### src/rtl/mcpu_pkg.sv
// Shared definitions for the MCPU sequencer and its ALU: opcodes, FSM states and
// helpers that locate the fields of an instruction word.
package mcpu_pkg;

   localparam logic [1:0] CMD_AND = 2'b00;
   localparam logic [1:0] CMD_OR  = 2'b01;
   localparam logic [1:0] CMD_XOR = 2'b10;
   localparam logic [1:0] CMD_ADD = 2'b11;

   typedef enum logic [2:0] {IDLE, FETCH, DECODE, EXEC, WB} state_t;

   // Word layout, MSB first: {I, opcode, rd, rs1, rs2}
   function automatic int f_iw(input int cmd_size, input int reg_addr);
      return 1 + cmd_size + 3*reg_addr;
   endfunction

   function automatic int f_rd_lsb(input int reg_addr);
      return 2*reg_addr;
   endfunction

   function automatic int f_rs1_lsb(input int reg_addr);
      return reg_addr;
   endfunction

endpackage

### src/rtl/mcpu_regfile.sv
// Small register file: two operand read ports, one debug read port, one write port.
module mcpu_regfile #(
   parameter int WORD_SIZE = 8,
   parameter int REG_ADDR  = 2
) (
   input  logic                 i_clk,
   input  logic                 i_resetn,
   input  logic                 i_we,
   input  logic [REG_ADDR-1:0]  i_waddr,
   input  logic [WORD_SIZE-1:0] i_wdata,
   input  logic [REG_ADDR-1:0]  i_raddr1,
   output logic [WORD_SIZE-1:0] o_rdata1,
   input  logic [REG_ADDR-1:0]  i_raddr2,
   output logic [WORD_SIZE-1:0] o_rdata2,
   input  logic [REG_ADDR-1:0]  i_dbg_raddr,
   output logic [WORD_SIZE-1:0] o_dbg_rdata
);

   localparam int NREG = 2**REG_ADDR;

   logic [NREG-1:0][WORD_SIZE-1:0] r_mem;

   always_ff @(posedge i_clk or negedge i_resetn) begin
      if (!i_resetn)
         r_mem <= '0;
      else if (i_we)
         r_mem[i_waddr] <= i_wdata;
   end

   assign o_rdata1    = r_mem[i_raddr1];
   assign o_rdata2    = r_mem[i_raddr2];
   assign o_dbg_rdata = r_mem[i_dbg_raddr];

endmodule

### src/rtl/mcpu_seq.sv
// Multi-cycle fetch/decode/execute/writeback sequencer feeding a combinational ALU.
// ALU operands are registered in DECODE; the ALU result is captured in EXEC.
module mcpu_seq
   import mcpu_pkg::*;
#(
   parameter int CMD_SIZE  = 2,
   parameter int WORD_SIZE = 8,
   parameter int REG_ADDR  = 2,
   parameter int PC_SIZE   = 8,
   localparam int IW       = f_iw(CMD_SIZE, REG_ADDR)
) (
   input  logic                 clk,
   input  logic                 resetn,
   input  logic                 run,
   output logic                 imem_req,
   output logic [PC_SIZE-1:0]   imem_addr,
   input  logic                 imem_ack,
   input  logic [IW-1:0]        imem_data,
   output logic [CMD_SIZE-1:0]  alu_opcode,
   output logic [WORD_SIZE-1:0] alu_r1,
   output logic [WORD_SIZE-1:0] alu_r2,
   input  logic [WORD_SIZE-1:0] alu_out,
   input  logic                 alu_ovf,
   output logic [PC_SIZE-1:0]   pc,
   output logic                 ovf_flag,
   output logic                 busy,
   input  logic [REG_ADDR-1:0]  dbg_raddr,
   output logic [WORD_SIZE-1:0] dbg_rdata
);

   state_t                r_state;
   logic [IW-1:0]         r_ir;
   logic [WORD_SIZE-1:0]  r_res;
   logic                  r_res_ovf;
   logic [PC_SIZE-1:0]    r_pc;
   logic                  r_ovf;
   logic                  r_req;
   logic [CMD_SIZE-1:0]   r_opcode;
   logic [WORD_SIZE-1:0]  r_r1;
   logic [WORD_SIZE-1:0]  r_r2;

   logic                  w_imm_f;
   logic [CMD_SIZE-1:0]   w_op;
   logic [REG_ADDR-1:0]   w_rd;
   logic [REG_ADDR-1:0]   w_rs1;
   logic [REG_ADDR-1:0]   w_rs2;
   logic [WORD_SIZE-1:0]  w_imm;
   logic [WORD_SIZE-1:0]  w_rd1;
   logic [WORD_SIZE-1:0]  w_rd2;
   logic                  w_we;
   logic [WORD_SIZE-1:0]  w_wdata;

   assign w_imm_f = r_ir[IW-1];
   assign w_op    = r_ir[IW-2 -: CMD_SIZE];
   assign w_rd    = r_ir[f_rd_lsb(REG_ADDR)  +: REG_ADDR];
   assign w_rs1   = r_ir[f_rs1_lsb(REG_ADDR) +: REG_ADDR];
   assign w_rs2   = r_ir[0 +: REG_ADDR];
   assign w_imm   = {{(WORD_SIZE-2*REG_ADDR){1'b0}}, w_rs1, w_rs2};
   assign w_we    = (r_state == WB);
   assign w_wdata = w_imm_f ? w_imm : r_res;

   mcpu_regfile #(.WORD_SIZE(WORD_SIZE), .REG_ADDR(REG_ADDR)) u_rf (
      .i_clk       (clk),
      .i_resetn    (resetn),
      .i_we        (w_we),
      .i_waddr     (w_rd),
      .i_wdata     (w_wdata),
      .i_raddr1    (w_rs1),
      .o_rdata1    (w_rd1),
      .i_raddr2    (w_rs2),
      .o_rdata2    (w_rd2),
      .i_dbg_raddr (dbg_raddr),
      .o_dbg_rdata (dbg_rdata)
   );

   always_ff @(posedge clk or negedge resetn) begin
      if (!resetn) begin
         r_state   <= IDLE;
         r_ir      <= '0;
         r_res     <= '0;
         r_res_ovf <= 1'b0;
         r_pc      <= '0;
         r_ovf     <= 1'b0;
         r_req     <= 1'b0;
         r_opcode  <= '0;
         r_r1      <= '0;
         r_r2      <= '0;
      end else begin
         case (r_state)
            IDLE: if (run) begin
               r_state <= FETCH;
               r_req   <= 1'b1;
            end
            FETCH: if (imem_ack) begin
               r_ir    <= imem_data;
               r_req   <= 1'b0;
               r_state <= DECODE;
            end
            DECODE: begin
               // Immediates skip the ALU entirely and leave alu_* untouched
               if (w_imm_f) begin
                  r_state <= WB;
               end else begin
                  r_opcode <= w_op;
                  r_r1     <= w_rd1;
                  r_r2     <= w_rd2;
                  r_state  <= EXEC;
               end
            end
            EXEC: begin
               r_res     <= alu_out;
               r_res_ovf <= alu_ovf;
               r_state   <= WB;
            end
            WB: begin
               if (!w_imm_f && (w_op == CMD_SIZE'(CMD_ADD)) && r_res_ovf)
                  r_ovf <= 1'b1;
               r_pc <= r_pc + PC_SIZE'(1);
               if (run) begin
                  r_state <= FETCH;
                  r_req   <= 1'b1;
               end else begin
                  r_state <= IDLE;
               end
            end
            default: r_state <= IDLE;
         endcase
      end
   end

   assign imem_req   = r_req;
   assign imem_addr  = r_pc;
   assign pc         = r_pc;
   assign ovf_flag   = r_ovf;
   assign alu_opcode = r_opcode;
   assign alu_r1     = r_r1;
   assign alu_r2     = r_r2;
   assign busy       = (r_state != IDLE);

endmodule

### config.mk
export PLATFORM = sky130hd
export DESIGN_NAME = mcpu_seq
export DESIGN_NICKNAME = d
export VERILOG_FILES = /design/src/rtl/mcpu_pkg.sv /design/src/rtl/mcpu_regfile.sv /design/src/rtl/mcpu_seq.sv
export SDC_FILE = /design/constraint.sdc
export NUM_CORES = 1
export LEC_CHECK = 0
export CAP_MARGIN = 20
export CORE_ASPECT_RATIO = 0.9
export CORE_UTILIZATION = 50
export CTS_BUF_LIST = sky130_fd_sc_hd__clkbuf_2
export DETAILED_ROUTE_END_ITERATION = 7
export PLACE_DENSITY = 0.86
export SLEW_MARGIN = 20
export SYNTH_ARGS = -nofsm -noshare
export SYNTH_HDL_FRONTEND = slang
export SYNTH_SLANG_ARGS = --single-unit
### constraint.sdc
create_clock -name clk -period 2.2 [get_ports clk]
set_input_delay 0.44 -clock clk [delete_from_list [all_inputs] [get_ports clk]]
set_output_delay 0.44 -clock clk [all_outputs]
set_load 0.02 [all_outputs]
==> metrics.md, run 1 <==
| Metric | Value |
|---|---|
| Worst Path Buf+Inv | `1` |
| Status | `finished clean` |
| FF+latch count, synth | `81` |
| Routed Antenna Nets | `0` |
| Critical Path AT | `1660 ps` |
| Fin nets | `364` |
| EDFF count, synth | `0` |
| Vias in the first global route | `2583` |
| Effective utilization at floorplan | `0.514` |
| Post-synthesis sequential area ratio | `0.525` |
| Crit-path max cell delay | `450 ps` |
| CORE AREA | `7510 µm²` |
| Worst-skew pair later-pin latency | `510 ps` |
| Crit path launch | `u_rf.r_mem[17]$_DFFE_PN0P_` |
| CP max FO | `4` |
| CTS clk-pin slew, worst paths | `230 ps` |
| Worst Skew | `36.1 ps` |
| CTS buffer count | `9` |
| Post-synthesis average cell area | `15.6 µm²` |
| Async S/R FF share, synth | `1.00` |
| Most frequent cells in the layout | `dfrtp_1, mux2_2, clkdlybuf4s50_1` |
| Fin crit share | `0.956` |
| DRC Markers | `0` |
| Fin. max-slew vios | `0` |
| Crit Path Class | `flop to output port` |
| Sw Pwr | `~0.0023 W` |
| Cells after Synth | `between 200 and 250` |
| Clock share of power | `0.131` |
| Die area | `8070 µm²` |
| Synth cell types | `36` |
| Power Dens Cells | `1340 nW/µm²` |
| Ports | `69` |
| Area grow syn2layout | `26.8%` |
| Post-DP HPWL | `5.43 mm` |
| Via count | `2451` |
| Worst slack, placed | `-432 ps` |
| # diodes | `0` |
| Port Buffers | `a little under 70` |
| CTS root buf | `clkbuf_2` |
| Final hold vios | `0` |
| Routed vias/inst | `5.58` |
| Final Worst Setup Slack | `about 96 ps` |
| Clock Path Buffers | `2` |
| Largest net degree at the start of global routing | `40` |
| Grt ovf | `0` |
| Routed len/inst | `18.3 µm` |
| Total power | `0.00653 W` |
| Die Ht | `85.3 µm` |
| Nature of the critical path endpoint | `output port` |
| Max cap viols | `0` |
| Worst min path class | `primary input to async pin` |
| Post-synth top area share | `0.525` |
| Min Tclk post-route | `2100 ps` |
| Leakage power | `2.16 nW` |
| Commonest non-fill, non-tap cell in the layout | `dfrtp_1` |
| Clk sinks | `81` |
| Layout fillers | `around 570` |
| Startpoint Class | `flop` |
| Synth area leaders | `dfrtp_1, mux2_2, mux4_2` |
| Slew margin rel. | `0.565` |
| Family with the most delay on the worst path | `flip-flops` |
| RePlAce Congestion | `0.775` |
| Total wire length | `8.02 mm` |
| Htree depth | `3` |
| Worst-path cell chain | `mux4_2, clkdlybuf4s15_2` |
| Fraction of layout cells with a size suffix above 1 | `0.475` |
| Register Area | `2030 µm²` |
| Final setup violation count | `0` |
| TritonRoute pass-1 iters | `4` |
| R2r startpoint | `r_state[0]$_DFFE_PN0P_` |
| Multi-input gate area | `1710 µm²` |
| Required time of the critical path | `1760 ps` |
| GRT Total Usage | `0.222` |
| DR iter-0 viols | `86` |
| TritonCTS clock tree | `done` |
| FP Rows | `30` |
| First-pass GRT wire length | `roughly 13 mm` |
| Max IR drop VDD | `0.000715 V` |
| Initial antenna violation count | `0` |
| Measured slew at the worst slew-check pin | `roughly 650 ps` |
| Net Sw Frac | `0.354` |
| Power share of the sequential group | `0.423` |
| Area leader, netlist | `dfrtp_1` |
| Int Pwr | `0.00422 W` |
| Post-Syn Area | `3860 µm²` |
| Yosys warns | `0` |
| Top_reg_cell synth | `dfrtp_1` |
| Net Count, Synth | `273` |
| Max Fclk | `475 MHz` |
| Chip width | `94.6 µm` |
| Worst path slowest cell | `dfrtp_1` |
| Combinational power share | `0.446` |
[stage by stage]
| step | cells | util | TNS (ps) | hold slack (ps) | cell area, µm² |
|---|---|---|---|---|---|
| final | 439 | 0.652 | 0 | 394 | 4890 |
| after global routing | 439 | 0.652 | -5.76 | 402 | 4890 |
| after CTS | 435 | 0.651 | 0 | 389 | 4880 |
| after detailed placement | 405 | 0.618 | -3190 | 443 | 4640 |
| after global placement | 405 | 0.618 | -3040 | 431 | 4640 |
| after floorplan | 248 | - | 0 | 144 | 3860 |
[kinds of logic after synthesis]
group / Yosys count / share of synthesized area
AND/OR/NAND/NOR: 36 / 0.0626
adder cells (fa/ha/maj): 1 / 0.00324
XOR/XNOR: 7 / 0.0159
flip-flops: 81 / 0.525
multiplexers: 96 / 0.350
buffers and inverters: 22 / 0.0341
AO/OA/AOI/OAI: 5 / 0.00843
[power by group through the flow]
stage	combinational, W	clock, W	sequential [W]
detailed placement	0.00271	0	0.00286
floorplan	0.00187	0	0.00268
CTS	0.00289	0.000882	0.00276
global placement	0.00264	0	0.00281
finish	0.00292	0.000853	0.00276
global route	0.00313	0.000943	0.00287
[state kept, by name (all words and copies together), names as in the netlist, 2 cells and up]
signal / flops
alu_opcode: 2
alu_r1: 8
alu_r2: 8
imem_addr: 8
r_ir: 9
r_res: 8
r_state: 3
u_rf.r_mem: 32
[path summary, 6_finish.rpt]
path / slack, ps / cells past startpoint / end
worst min-delay path: 390 / 2 / alu_r2[5]$_DFFE_PN0P_
worst min register to register: 510 / 1 / ovf_flag$_DFFE_PN0P_
worst max-delay path: 100 / 2 / dbg_rdata[1]
worst max register to register: 180 / 5 / u_rf.r_mem[11]$_DFFE_PN0P_
max in group asynchronous: 1050 / 3 / r_ir[0]$_DFFE_PN0P_
min in group clk: 510 / 1 / ovf_flag$_DFFE_PN0P_
[area by class of cell]
| class | count | area share |
|---|---|---|
| Multi-Input combinational cell | 145 | 0.349 |
| Sequential cell | 81 | 0.416 |
| Inverter | 1 | 0.000767 |
| Clock buffer | 9 | 0.00921 |
| Timing Repair Buffer | 101 | 0.184 |
| Tap cell | 96 | 0.0246 |
| Clock inverter | 6 | 0.0171 |
[synthesized netlist by cell type (3+ instances only)]
cell type / instances
mux4_2: 24
clkbuf_1: 6
buf_4: 8
mux2_2: 72
buf_2: 3
dfrtp_1: 81
nand4_1: 3
xnor2_1: 4
nor2b_1: 4
nand2_1: 5
xor2_1: 3
nor2_1: 6
[timing repair]
action,in CTS,in global routing
hold buffers,1,0
gates resized for setup,23,13
buffers inserted,14,4
endpoints found under the setup margin,9,11
hold endpoints to repair,37,0
[routing by layer]
| metal | up-vias | part of all wire | GRT usage |
|---|---|---|---|
| met4 | 0 | 0.016 | 0.0689 |
| met3 | 11 | 0.040 | 0.0457 |
| met2 | 73 | 0.52 | 0.378 |
| met5 | - | 0 | 0 |
| met1 | 1265 | 0.43 | 0.287 |
| li1 | 1102 | - | - |
Power figures use the tool's default switching activity.
==> inputs of run 2 (changes only) <==
--- a/config.mk
+++ b/config.mk
@@ -9,6 +9,7 @@
 export CORE_ASPECT_RATIO = 0.9
 export CORE_UTILIZATION = 50
 export CTS_BUF_LIST = sky130_fd_sc_hd__clkbuf_2
+export CTS_CLUSTER_DIAMETER = 100
 export DETAILED_ROUTE_END_ITERATION = 7
 export PLACE_DENSITY = 0.86
 export SLEW_MARGIN = 20
==> results of run 2 <==
The final DEF is identical to that of run 1; final timing and power are the same.
